## src/rtl/kl_arbiter_pkg.sv

```systemverilog
// -----------------------------------------------------------------------------
// kl_arbiter_pkg
// Shared KLink definitions for the 2:1 request arbiter.
//   - KLink field widths and packed request/response widths
//   - kl_req_t : packed request bundle (addr, wen, wdata, wmask, size, srcid)
//   - kl_gnt_e : grant index (which master owns the downlink)
//   - kl_pick  : round-robin pick between two requesters
// -----------------------------------------------------------------------------
package kl_arbiter_pkg;

    localparam int KL_AW  = 32;
    localparam int KL_DW  = 64;
    localparam int KL_MW  = 8;
    localparam int KL_SW  = 3;
    localparam int KL_IDW = 5;

    localparam int KL_REQ_W  = KL_AW + 1 + KL_DW + KL_MW + KL_SW + KL_IDW; // 113
    localparam int KL_RESP_W = KL_DW + KL_SW + KL_IDW;                     // 72

    typedef struct packed {
        logic [KL_AW-1:0]  addr;
        logic              wen;
        logic [KL_DW-1:0]  wdata;
        logic [KL_MW-1:0]  wmask;
        logic [KL_SW-1:0]  size;
        logic [KL_IDW-1:0] srcid;
    } kl_req_t;

    typedef enum logic {
        GNT_M0 = 1'b0,
        GNT_M1 = 1'b1
    } kl_gnt_e;

    // With both masters requesting, the one that did not win last time goes.
    // Passing last = GNT_M1 permanently turns this into fixed priority for m0.
    function automatic kl_gnt_e kl_pick(input logic v0, input logic v1, input kl_gnt_e last);
        if (v0 && v1) begin
            return (last == GNT_M0) ? GNT_M1 : GNT_M0;
        end else if (v1) begin
            return GNT_M1;
        end else begin
            return GNT_M0;
        end
    endfunction

endpackage

```

## src/rtl/kl_arbiter_id_fifo.sv

```systemverilog
// -----------------------------------------------------------------------------
// kl_id_fifo
// Generic synchronous FIFO used to remember which master issued each
// outstanding request, so responses (returned in order) can be routed back.
// Ports:
//   clk, rst_n   : clock, asynchronous active-low reset (flushes all entries)
//   push         : write push_data (ignored while full)
//   push_data    : entry to write
//   pop          : drop the head entry (ignored while empty)
//   full, empty  : occupancy flags; full means count == DEPTH
//   head         : entry at the read pointer
// No bypass: a pop does not free space for a push in the same cycle from the
// producer's point of view, because full is a pure function of the count.
// -----------------------------------------------------------------------------
module kl_id_fifo #(
    parameter int WIDTH = 1,
    parameter int ABITS = 2,
    parameter int DEPTH = 1 << ABITS
) (
    input  logic             clk,
    input  logic             rst_n,
    input  logic             push,
    input  logic [WIDTH-1:0] push_data,
    input  logic             pop,
    output logic             full,
    output logic             empty,
    output logic [WIDTH-1:0] head
);

    localparam logic [ABITS:0] FULL_CNT = {1'b1, {ABITS{1'b0}}};

    logic [WIDTH-1:0] mem [DEPTH];
    logic [ABITS-1:0] wr_ptr;
    logic [ABITS-1:0] rd_ptr;
    logic [ABITS:0]   count;
    logic             do_push;
    logic             do_pop;

    assign full    = (count == FULL_CNT);
    assign empty   = (count == '0);
    assign head    = mem[rd_ptr];
    assign do_push = push & ~full;
    assign do_pop  = pop & ~empty;

    always_ff @(posedge clk or negedge rst_n) begin
        if (!rst_n) begin
            wr_ptr <= '0;
            rd_ptr <= '0;
            count  <= '0;
            for (int i = 0; i < DEPTH; i++) begin
                mem[i] <= '0;
            end
        end else begin
            if (do_push) begin
                mem[wr_ptr] <= push_data;
                wr_ptr      <= wr_ptr + 1'b1;
            end
            if (do_pop) begin
                rd_ptr <= rd_ptr + 1'b1;
            end
            case ({do_push, do_pop})
                2'b10:   count <= count + 1'b1;
                2'b01:   count <= count - 1'b1;
                default: count <= count;
            endcase
        end
    end

endmodule

```

## src/rtl/kl_arbiter.sv

```systemverilog
// -----------------------------------------------------------------------------
// kl_arbiter
// 2-master to 1-slave KLink request arbiter with in-order response routing.
// The request path is combinational; grant lock, round-robin history and the
// response-routing FIFO are registered.
//
// Ports:
//   clk, rst_n                       : clock, asynchronous active-low reset
//   m0_req_* / m1_req_*              : master request fields + valid/ready
//   m0_resp_* / m1_resp_*            : master response fields + valid/ready
//   dn_req_*                         : downlink request fields + valid/ready
//   dn_resp_*                        : downlink response fields + valid/ready
//
// Handshake: a transfer happens on a cycle where valid and ready are both 1.
// Once dn_req_valid is up it is held with the same grant until it fires.
//
// Build option: define KL_ARB_FIXED_PRIO_EN for fixed priority (m0 wins ties,
// no round-robin history); otherwise round-robin.
// -----------------------------------------------------------------------------
module kl_arbiter
    import kl_arbiter_pkg::*;
#(
    parameter int OT_DEPTH = 4,
    parameter int OT_ABITS = 2
) (
    input  logic                clk,
    input  logic                rst_n,

    input  logic [KL_AW-1:0]    m0_req_addr,
    input  logic                m0_req_wen,
    input  logic [KL_DW-1:0]    m0_req_wdata,
    input  logic [KL_MW-1:0]    m0_req_wmask,
    input  logic [KL_SW-1:0]    m0_req_size,
    input  logic [KL_IDW-1:0]   m0_req_srcid,
    input  logic                m0_req_valid,
    output logic                m0_req_ready,
    output logic [KL_DW-1:0]    m0_resp_rdata,
    output logic [KL_SW-1:0]    m0_resp_size,
    output logic [KL_IDW-1:0]   m0_resp_dstid,
    output logic                m0_resp_valid,
    input  logic                m0_resp_ready,

    input  logic [KL_AW-1:0]    m1_req_addr,
    input  logic                m1_req_wen,
    input  logic [KL_DW-1:0]    m1_req_wdata,
    input  logic [KL_MW-1:0]    m1_req_wmask,
    input  logic [KL_SW-1:0]    m1_req_size,
    input  logic [KL_IDW-1:0]   m1_req_srcid,
    input  logic                m1_req_valid,
    output logic                m1_req_ready,
    output logic [KL_DW-1:0]    m1_resp_rdata,
    output logic [KL_SW-1:0]    m1_resp_size,
    output logic [KL_IDW-1:0]   m1_resp_dstid,
    output logic                m1_resp_valid,
    input  logic                m1_resp_ready,

    output logic [KL_AW-1:0]    dn_req_addr,
    output logic                dn_req_wen,
    output logic [KL_DW-1:0]    dn_req_wdata,
    output logic [KL_MW-1:0]    dn_req_wmask,
    output logic [KL_SW-1:0]    dn_req_size,
    output logic [KL_IDW-1:0]   dn_req_srcid,
    output logic                dn_req_valid,
    input  logic                dn_req_ready,
    input  logic [KL_DW-1:0]    dn_resp_rdata,
    input  logic [KL_SW-1:0]    dn_resp_size,
    input  logic [KL_IDW-1:0]   dn_resp_dstid,
    input  logic                dn_resp_valid,
    output logic                dn_resp_ready
);

    kl_req_t  m0_req;
    kl_req_t  m1_req;
    kl_req_t  dn_req;
    kl_gnt_e  rr_last;
    kl_gnt_e  gnt;
    kl_gnt_e  gnt_q;
    logic     lock;
    logic     gnt_valid;
    logic     req_ok;
    logic     req_fire;
    logic     resp_fire;
    logic     full;
    logic     empty;
    logic     head_m1;
    logic [0:0] push_id;
    logic [0:0] head;

    assign m0_req = {m0_req_addr, m0_req_wen, m0_req_wdata, m0_req_wmask, m0_req_size, m0_req_srcid};
    assign m1_req = {m1_req_addr, m1_req_wen, m1_req_wdata, m1_req_wmask, m1_req_size, m1_req_srcid};

    // ---------------- grant selection ----------------
    // While locked (stalled request in flight) the held grant wins over any
    // fresh arbitration so the downlink never sees the request change.
    always_comb begin
        gnt = lock ? gnt_q : kl_pick(m0_req_valid, m1_req_valid, rr_last);
    end

    assign dn_req    = (gnt == GNT_M1) ? m1_req : m0_req;
    assign gnt_valid = (gnt == GNT_M1) ? m1_req_valid : m0_req_valid;

    assign {dn_req_addr, dn_req_wen, dn_req_wdata, dn_req_wmask, dn_req_size, dn_req_srcid} = dn_req;

    assign dn_req_valid = gnt_valid & ~full;
    assign req_ok       = dn_req_ready & ~full;
    assign m0_req_ready = req_ok & (gnt == GNT_M0);
    assign m1_req_ready = req_ok & (gnt == GNT_M1);
    assign req_fire     = dn_req_valid & dn_req_ready;

    always_ff @(posedge clk or negedge rst_n) begin
        if (!rst_n) begin
            lock  <= 1'b0;
            gnt_q <= GNT_M0;
        end else if (req_fire) begin
            lock  <= 1'b0;
        end else if (dn_req_valid) begin
            lock  <= 1'b1;
            gnt_q <= gnt;
        end
    end

`ifdef KL_ARB_FIXED_PRIO_EN
    // No history: m0 always wins a tie.
    assign rr_last = GNT_M1;
`else
    always_ff @(posedge clk or negedge rst_n) begin
        if (!rst_n) begin
            rr_last <= GNT_M1;   // so m0 wins the first tie after reset
        end else if (req_fire) begin
            rr_last <= gnt;
        end
    end
`endif

    // ---------------- response routing ----------------
    assign push_id = gnt;
    assign head_m1 = head[0];

    kl_id_fifo #(
        .WIDTH (1),
        .ABITS (OT_ABITS),
        .DEPTH (OT_DEPTH)
    ) u_id_fifo (
        .clk       (clk),
        .rst_n     (rst_n),
        .push      (req_fire),
        .push_data (push_id),
        .pop       (resp_fire),
        .full      (full),
        .empty     (empty),
        .head      (head)
    );

    // A response with nothing outstanding is never accepted; it stays stuck
    // on the downlink so the protocol error is easy to spot.
    assign m0_resp_valid = dn_resp_valid & ~empty & ~head_m1;
    assign m1_resp_valid = dn_resp_valid & ~empty &  head_m1;
    assign dn_resp_ready = ~empty & (head_m1 ? m1_resp_ready : m0_resp_ready);
    assign resp_fire     = dn_resp_valid & dn_resp_ready;

    assign m0_resp_rdata = dn_resp_rdata;
    assign m0_resp_size  = dn_resp_size;
    assign m0_resp_dstid = dn_resp_dstid;
    assign m1_resp_rdata = dn_resp_rdata;
    assign m1_resp_size  = dn_resp_size;
    assign m1_resp_dstid = dn_resp_dstid;

endmodule

```

## config.mk

```make
export PLATFORM = sky130hd
export DESIGN_NAME = kl_arbiter
export DESIGN_NICKNAME = d
export VERILOG_FILES = /design/src/rtl/kl_arbiter_pkg.sv /design/src/rtl/kl_arbiter_id_fifo.sv /design/src/rtl/kl_arbiter.sv
export SDC_FILE = /design/constraint.sdc
export NUM_CORES = 1
export LEC_CHECK = 0
export ABC_AREA = 1
export CAP_MARGIN = 20
export CORE_AREA = 2 2 221 223
export DETAILED_ROUTE_END_ITERATION = 8
export DIE_AREA = 0 0 223 225
export GPL_ROUTABILITY_DRIVEN = 0
export MAX_ROUTING_LAYER = met4
export SLEW_MARGIN = 20
export SYNTH_ARGS = -nofsm -noshare
export SYNTH_HDL_FRONTEND = slang
export SYNTH_HIERARCHICAL = 1
export SYNTH_SLANG_ARGS = --single-unit
export TNS_END_PERCENT = 20
```

## constraint.sdc

```tcl
create_clock -name clk -period 2.8 [get_ports clk]
set_input_delay 0.42 -clock clk [delete_from_list [all_inputs] [get_ports clk]]
set_output_delay 0.42 -clock clk [all_outputs]
set_load 0.01 [all_outputs]
```

==> impl_metrics.json <==
{
  "r2r_cells": 15,
  "syn_to_final_growth_pct": 99.04,
  "grt_pass1_vias": 4346,
  "overflow": 0,
  "grt_usage_pct": 7.637,
  "ys_ff_latch": 14,
  "design_area_mm2": 0.006744,
  "run_status": "completed",
  "use_met3_pct": 5.854,
  "ys_warn_count": 6,
  "max_cap_viol_count": 0,
  "vias": 4359,
  "cp-end-kind": "output pin",
  "syn_inst": 627,
  "fp-row-count": 80,
  "antenna_found_initial": 4,
  "die_w_um": 223,
  "p_leak_nw": 3.019,
  "drt_wl_total_um": 20790,
  "cts_tree": "done",
  "slowest_stage": "clkdlybuf4s50_1",
  "dr.pass1.iters": 4,
  "cts_sinks": 14,
  "grt_max_degree": 64,
  "wl_per_cell_um": 14.41,
  "final_cell_mix": "nand2_1 (375), clkdlybuf4s50_1 (350), inv_1 (20)",
  "boundaryPins": 569,
  "crit_chain": "clkdlybuf4s50_1 -> nand3_2 -> nand2_4 -> buf_12 -> nand2_1 -> nand2_1 -> clkdlybuf4s50_1",
  "clk_pin_slew_ps": 50,
  "avgSynthCellArea_um2": 5.404,
  "crit_cells": 7,
  "cts_buffer_depth": 2,
  "cts.htree.levels": 1,
  "hold_depth": 2,
  "hpwl_um": 17870,
  "initial_utilization_pct": 7.126,
  "cts-root-buf": "clkbuf_16",
  "max_freq_mhz": 367.2,
  "yosysUniqueCellTypes": 22,
  "tightest_slew_ps": 665.7,
  "period_share_pct": 97.27,
  "maxSlewViolCount": 0,
  "grt_pass1_wl_um": 27630,
  "p_per_area_mw_per_mm2": 752.7,
  "chipHeight_um": 225,
  "gr-usage-met2_pct": 11.86,
  "hold_path_class": "flip-flop to flip-flop",
  "critPathKind": "input port to output pin",
  "required_ps": 2380,
  "dieArea_mm2": 0.05018,
  "cp-start-kind": "input port",
  "cp.arrival_ps": 2300,
  "synthesis.area_mm2": 0.003388,
  "setup_slack_ps": 76.41,
  "post_dp_cell_area_mm2": 0.006610,
  "io_buffers": 352,
  "min_period_ps": 2724,
  "total_power_mw": 5.076,
  "clk_latency_ps": 240,
  "cts_hold_buffers": 0,
  "ir_drop_uv": 497.1,
  "worst_clock_skew_ps": 2.190,
  "rsz0062_at_grt": "true",
  "crit_fanout": 53,
  "max_stage_delay_ps": 580,
  "setup-violations-final": 0,
  "finalHoldViolations": 0,
  "drc": 0,
  "nets": 1140,
  "critPathBufInv": 3,
  "vias_per_cell": 3.021,
  "core_mm2": 0.04755,
  "syn_nets": 939,
  "busiest_layer": "met2",
  "grt_util_met1_pct": 7.473,
  "drt_iter0_drc": 185,
  "seq_area_frac_synth_pct": 10.38,
  "maxSlewHeadroom_pct": 55.48,
  "drtAntennaViolNets": 0,
  "final_common_cell": "nand2_1",
  "critical_path.top_delay_family": "buffers and inverters",
  "pre_cts_slack_ps": 24.23,
  "numCtsBuffers": 3,
  "drive_gt1_share_pct": 3.507
}
## registers in the layout, summed over array words and instances, names as in the netlist
register          count
u_id_fifo/mem         4
u_id_fifo/count       3
u_id_fifo/rd_ptr      2
u_id_fifo/wr_ptr      2
gnt_q                 1
lock                  1
rr_last               1
## layout make-up
| class | instances | area, um^2 |
|---|---|---|
| Antenna cell | 1 | 2.502 |
| Tap cell | 615 | 769.5 |
| Sequential cell | 14 | 351.6 |
| Timing Repair Buffer | 366 | 3719 |
| Inverter | 21 | 83.83 |
| Multi-Input combinational cell | 422 | 1729 |
| Fill cell | 5434 | 40800 |
| Clock buffer | 4 | 88.84 |
## worst paths after layout
| check | start | endpoint | slack [ps] |
|---|---|---|---|
| hold / removal | rr_last | rr_last | 470 |
| max in group asynchronous | rst_n | u_id_fifo/count[2] | 1790 |
| setup reg to reg | u_id_fifo/rd_ptr[0] | u_id_fifo/count[2] | 290 |
| hold reg to reg | rr_last | rr_last | 470 |
| setup / recovery | m1_req_valid | dn_req_wdata[57] | 80 |
| min in group asynchronous | rst_n | u_id_fifo/mem[3] | 590 |
## worst register-to-register path, cell delays in order (launching register included)
cell and delay (ps):
dfrtp_1 420, inv_1 120, o21ai_0 80, o21ai_1 240
nor2_1 100, nor4_1 220, buf_4 160, nand2_1 90
inv_1 70, ha_1 150, inv_1 60, fa_1 370
nand2_1 110, nand3_1 90, nand2_1 60, nand2_1 40
## cells in the mapped netlist (all sizes together)
library cell  number  area (um^2)
dfrtp             13        325.3
ha                 5        62.56
inv               21        78.82
nand4              7        43.79
o21ai              4        20.02
nand2            377         1425
nand3             13        85.08
buf              163         1202
dfstp              1        26.28
clkbuf             7        26.28
nor2               8        32.54
xnor2              1        8.760
fa                 1        20.02
nor3               5        25.02
nor4               1        6.260
## routing by layer
layer  up-vias  part of all wire, %
li1       2134                    -
met1      1816                   34
met2       378                   45
met3        31                   18
met4         0                  2.7
met5         -                    0
## report_power, final
| part | total, mW | internal (mW) | switching [mW] | leakage (nW) |
|---|---|---|---|---|
| logic | 4.39 | 2.19 | 2.20 | 2.80 |
| clock network | 0.301 | 0.217 | 0.0844 | 0.0442 |
| registers | 0.385 | 0.305 | 0.0803 | 0.173 |
| total | 5.08 | 2.72 | 2.36 | 3.02 |
## stage by stage
stage / std cells / setup TNS, ps / util, % / hold slack [ps]
2_1_floorplan: 627 / 0 / - / 124.4
5_1_grt: 1443 / -104.6 / 14.18 / 496.5
4_1_cts: 1441 / 0 / 14.09 / 471.3
3_3_place_gp: 1437 / 0 / 13.90 / 454.2
6_report: 1443 / 0 / 14.18 / 470.8
3_5_place_dp: 1437 / 0 / 13.90 / 466.7
## cells by family after synthesis
kind of cell,synth area share (%)
buffers and inverters,38.59
XOR/XNOR,0.2585
AND/OR/NAND/NOR,47.75
adder cells (fa/ha/maj),2.437
flip-flops,10.38
AO/OA/AOI/OAI,0.5909
## what timing repair did
action | 4_1_cts | 5_1_grt
endpoints found under the setup margin | 0 | 20
hold endpoints to repair | 0 | 0
buffers inserted | 0 | 0
gates resized for setup | 0 | 5
No activity file was read; power rests on OpenSTA's default activity.
